## src/rtl/serial_subtractor_ctrl.sv

```systemverilog
// Bit-serial subtraction controller: feeds operands LSB-first to one external
// full subtractor, carries the borrow between bits and assembles the difference.
module serial_subtractor_ctrl #(
    parameter int WIDTH = 8
) (
    input  logic             clk,
    input  logic             rst_n,
    input  logic             start,
    input  logic [WIDTH-1:0] a,
    input  logic [WIDTH-1:0] b,
    input  logic             bin,
    output logic             fs_a,
    output logic             fs_b,
    output logic             fs_bin,
    input  logic             fs_d,
    input  logic             fs_bout,
    output logic             busy,
    output logic             done,
    output logic [WIDTH-1:0] diff,
    output logic             bout
);

    localparam int CW = (WIDTH > 1) ? $clog2(WIDTH) : 1;

    typedef enum logic [1:0] {
        IDLE = 2'd0,
        RUN  = 2'd1,
        DONE = 2'd2
    } state_t;

    state_t           state;
    state_t           state_nx;
    logic [WIDTH-1:0] sa;
    logic [WIDTH-1:0] sb;
    logic             brw;
    logic [CW-1:0]    cnt;
    logic             last_bit;

    assign last_bit = (cnt == CW'(WIDTH - 1));

    // NOTE: every output of this block gets a default first, so no path can infer a latch.
    always_comb begin
        state_nx = state;
        busy     = 1'b0;
        done     = 1'b0;
        fs_a     = 1'b0;
        fs_b     = 1'b0;
        fs_bin   = 1'b0;
        case (state)
            IDLE: begin
                if (start) state_nx = RUN;
            end
            RUN: begin
                busy   = 1'b1;
                fs_a   = sa[0];
                fs_b   = sb[0];
                fs_bin = brw;
                if (last_bit) state_nx = DONE;
            end
            DONE: begin
                busy     = 1'b1;
                done     = 1'b1;
                state_nx = IDLE;
            end
            default: state_nx = IDLE;
        endcase
    end

    always_ff @(posedge clk or negedge rst_n) begin
        if (!rst_n) state <= IDLE;
        else        state <= state_nx;
    end

    // NOTE: sequential state uses non-blocking assignments so every register
    // samples the pre-edge values of the others, exactly as the hardware does.
    always_ff @(posedge clk or negedge rst_n) begin
        if (!rst_n) begin
            sa   <= '0;
            sb   <= '0;
            brw  <= 1'b0;
            cnt  <= '0;
            diff <= '0;
            bout <= 1'b0;
        end else begin
            case (state)
                IDLE: begin
                    // diff/bout keep the previous result until the new one shifts in
                    if (start) begin
                        sa  <= a;
                        sb  <= b;
                        brw <= bin;
                        cnt <= '0;
                    end
                end
                RUN: begin
                    sa   <= sa >> 1;
                    sb   <= sb >> 1;
                    brw  <= fs_bout;
                    diff <= {fs_d, diff[WIDTH-1:1]};
                    cnt  <= cnt + 1'b1;
                    if (last_bit) bout <= fs_bout;
                end
                default: ;
            endcase
        end
    end

endmodule

```

## config.mk

```make
export PLATFORM = sky130hd
export DESIGN_NAME = serial_subtractor_ctrl
export DESIGN_NICKNAME = d
export VERILOG_FILES = /design/src/rtl/serial_subtractor_ctrl.sv
export SDC_FILE = /design/constraint.sdc
export NUM_CORES = 1
export LEC_CHECK = 0
export ABC_AREA = 0
export ABC_CLOCK_PERIOD_IN_PS = 1450
export BUFFER_PORTS_ARGS = -buffer_cell sky130_fd_sc_hd__buf_4
export CORE_UTILIZATION = 48
export DETAILED_ROUTE_END_ITERATION = 16
export PLACE_DENSITY = 0.84
export RECOVER_POWER = 100
export SLEW_MARGIN = 10
export SYNTH_ARGS = -nofsm -noshare
export SYNTH_HDL_FRONTEND = slang
export SYNTH_SLANG_ARGS = --single-unit
```

## constraint.sdc

```tcl
create_clock -name clk -period 1.45 [get_ports clk]
set_input_delay 0.29 -clock clk [delete_from_list [all_inputs] [get_ports clk]]
set_output_delay 0.29 -clock clk [all_outputs]
set_load 0.005 [all_outputs]
```

==> impl_results.md <==
* Max-Cap Viols at 0
* Final hold slack at 0.193 ns
* Failing checks: setup timing
* Register area share after synthesis at 0.489
* CTS Sinks at 31
* Maximum clock rate at 606 MHz
* Port buffer count at 35
* Crit path DAT at 1.36 ns
* Remaining antenna violation count at 0
* Type of the worst setup path: reg2out
* Post-synthesis register bit count at 31
* Largest net degree at the start of global routing at 32
* Final worst-path setup slack at -0.200 ns
* Worst Tran Pin Value at 0.772 ns
* Post-route DRC at 0
* Cell Pwr Density at 2300 nW/um^2
* Fin crit share at 1.14
* # diodes at 0
* Critical Path Max Stage Delay at 0.40 ns
* Worst-path clk slew at 0.09 ns
* Cells after Synth at 137
* Num rows at 20
* DR iter-0 viols at 99
* Worst clock skew at 0.0135 ns
* Slew headroom at 0.485
* Library cells used by synthesis at 27
* Htree depth at 2
* Drt pass-1 iters at 4
* Die H at 59.5 um
* Clk_lat worst skew at 0.33 ns
* Syn nets at 164
* Critical path cell sequence: buf_6 > ha_4 > buf_6 > and2_4 > buf_6
* Routability congestion estimate at 0.792
* R2R depth at 6
* Die X at 59.5 um
* Worst Path Required at 1.16 ns
* Leak at 0.00107 uW
* Setup violations, final at 34
* Layout cell share with drive strength beyond 1 at 0.527
* Final count of hold timing violations at 0
* FILL cells at 206
* Min-Delay Path Depth at 2
* Crit start category: register
* Clk buf depth at 2
* First-pass GRT wire length at 6290 um
* Slowest-stage cell, CP: dfrtp_1
* RSZ-0062 raised after global routing: true
* Die area at 3540 um^2
* Root Driver: clkbuf_4
* CP Max Fanout at 3
* Status: finished, violations left
* Slew Limit Fails at 0
* CTS tree: done
* Gr ovfl total at 0
* Via density at 5.84
* Initial Util at 0.511
* Syn_area_per_cell at 11.6 um^2
* Final Power at 5560 uW
* Peak supply drop at 1.33 mV
* GRT Overall Usage at 0.248
* Core Region at 3100 um^2
* CTS buffer count at 5
* Nets@finish at 227
* Drt wl/cell at 17.7 um
* YS warnings at 0
* Non-filler cells, final at 245
* Routed WL at 4350 um
* Routed vias at 1430
* CP endpoint kind: output port
* Area Growth Syn to Fin at 52.3%
* Hold Path Class: in2reg
* Antenna violations before repair at 0
* Number of global-route vias before repair at 1404
* Dpl ws at -0.150 ns
* Setup_tns at -2.61 ns
* Num ports at 36
* Placed Cells at 225
* Synthesized cell area at 1590 um^2
* Post-layout min period at 1.65 ns
* Crit-path most repeated cell: buf_6
* DP HPWL at 2480 um
## worst max-delay path, delay by kind of cell (launching register included)
kind                       cells  cell delay [ns]
buffers and inverters          3             0.35
DFF                            1             0.40
adders and majority gates      1             0.16
and+or+nand+nor                1             0.13
## sequential cells by signal, indices dropped and copies added, names as in the netlist
| name | cells |
|---|---|
| bout | 1 |
| brw | 1 |
| cnt | 3 |
| diff | 8 |
| sa | 8 |
| sb | 8 |
| state | 2 |
## report_power, final
part | internal [uW] | switching [uW] | total, uW
Combinational | 1930 | 1320 | 3250
Clock | 407 | 295 | 702
Sequential | 1280 | 327 | 1600
Total | 3610 | 1950 | 5560
## per-stage QoR
stage	cell area (um^2)	utilization
final	2410	0.778
after global placement	2010	0.648
after floorplan	1590	-
after global routing	2410	0.778
after CTS	2260	0.729
after detailed placement	2010	0.648
## final timing paths
kind	slack [ns]	end	from
max in group asynchronous	0.40	state[0]$_DFFE_PN0P_	rst_n
max reg2reg	-0.13	sb[3]$_DFFE_PN0P_	state[0]$_DFFE_PN0P_
min in group asynchronous	0.54	sb[5]$_DFFE_PN0P_	rst_n
min	0.19	diff[7]$_DFFE_PN0P_	fs_d
max	-0.20	fs_a	state[0]$_DFFE_PN0P_
min reg2reg	0.51	cnt[0]$_DFFE_PN0P_	cnt[0]$_DFFE_PN0P_
## repair_timing
item,CTS,global route
hold buffers,1,0
endpoints found under the setup margin,33,33
setup buffers,6,8
cloned,0,1
pin swaps,3,9
resized for setup,29,29
endpoints found under the hold margin,31,0
## placed cells by master (no fill, tap or decap), types with 3 or more instances in the layout
master	netlist	layout
buf_6	1	16
nand4b_1	3	3
and2_4	0	3
mux2_2	9	5
a21oi_1	7	5
nor2_1	4	3
nand2b_1	8	6
o21ai_1	0	3
buf_4	4	36
o22a_1	11	11
clkbuf_4	0	14
ha_4	0	3
mux2_4	0	4
dfrtp_1	31	31
nand3_1	6	6
o221a_1	10	10
nand3b_1	3	3
## cells in the mapped netlist
| master | instances | area [um^2] |
|---|---|---|
| and3_1 | 2 | 12.5 |
| or2b_1 | 2 | 15.0 |
| nand2_2 | 2 | 12.5 |
| nand3_1 | 6 | 30.0 |
| o221a_2 | 2 | 22.5 |
| dfrtp_1 | 31 | 776 |
| o221a_1 | 10 | 113 |
| clkbuf_1 | 2 | 7.51 |
| nor2_1 | 4 | 15.0 |
| nand4b_1 | 3 | 26.3 |
| inv_1 | 3 | 11.3 |
| nand3b_1 | 3 | 22.5 |
| buf_6 | 1 | 11.3 |
| and2_1 | 3 | 18.8 |
| buf_4 | 4 | 30.0 |
| mux2_2 | 9 | 101 |
| a32o_1 | 2 | 20.0 |
| nor2b_4 | 1 | 13.8 |
| o22a_1 | 11 | 96.3 |
| nor3b_1 | 2 | 15.0 |
| or3_1 | 1 | 6.26 |
| ha_1 | 5 | 62.6 |
| buf_2 | 4 | 20.0 |
| nand2_1 | 3 | 11.3 |
| a21oi_1 | 7 | 35.0 |
| o21ai_0 | 6 | 30.0 |
| nand2b_1 | 8 | 50.1 |
## per-layer routing
metal,vias up,GRT usage,part of all wire
met2,56,0.421,0.51
met4,0,0.105,0.024
met1,713,0.293,0.42
met3,12,0.0721,0.048
met5,-,0,0
li1,649,-,-
## cell families (layout without fill, tap and decap cells)
kind of cell             Yosys count  in the layout  share of synthesized area
buffers and inverters             14             78                     0.0505
adder cells (fa/ha/maj)            5              5                     0.0395
multiplexers                       9              9                     0.0639
AND/OR/NAND/NOR                   40             40                      0.157
AO/OA/AOI/OAI                     38             38                      0.200
flip-flops                        31             31                      0.489
## cell type report
| cell class | count | area (um^2) | area share |
|---|---|---|---|
| multi-input cells | 92 | 871 | 0.361 |
| inverters | 3 | 13.8 | 0.00570 |
| repair buffers | 67 | 613 | 0.254 |
| flip-flops and latches | 31 | 776 | 0.321 |
| well taps | 44 | 55.1 | 0.0228 |
| clock inverters | 2 | 35.0 | 0.0145 |
| clock buffers | 6 | 51.3 | 0.0212 |
No activity file was read; power rests on OpenSTA's default activity.
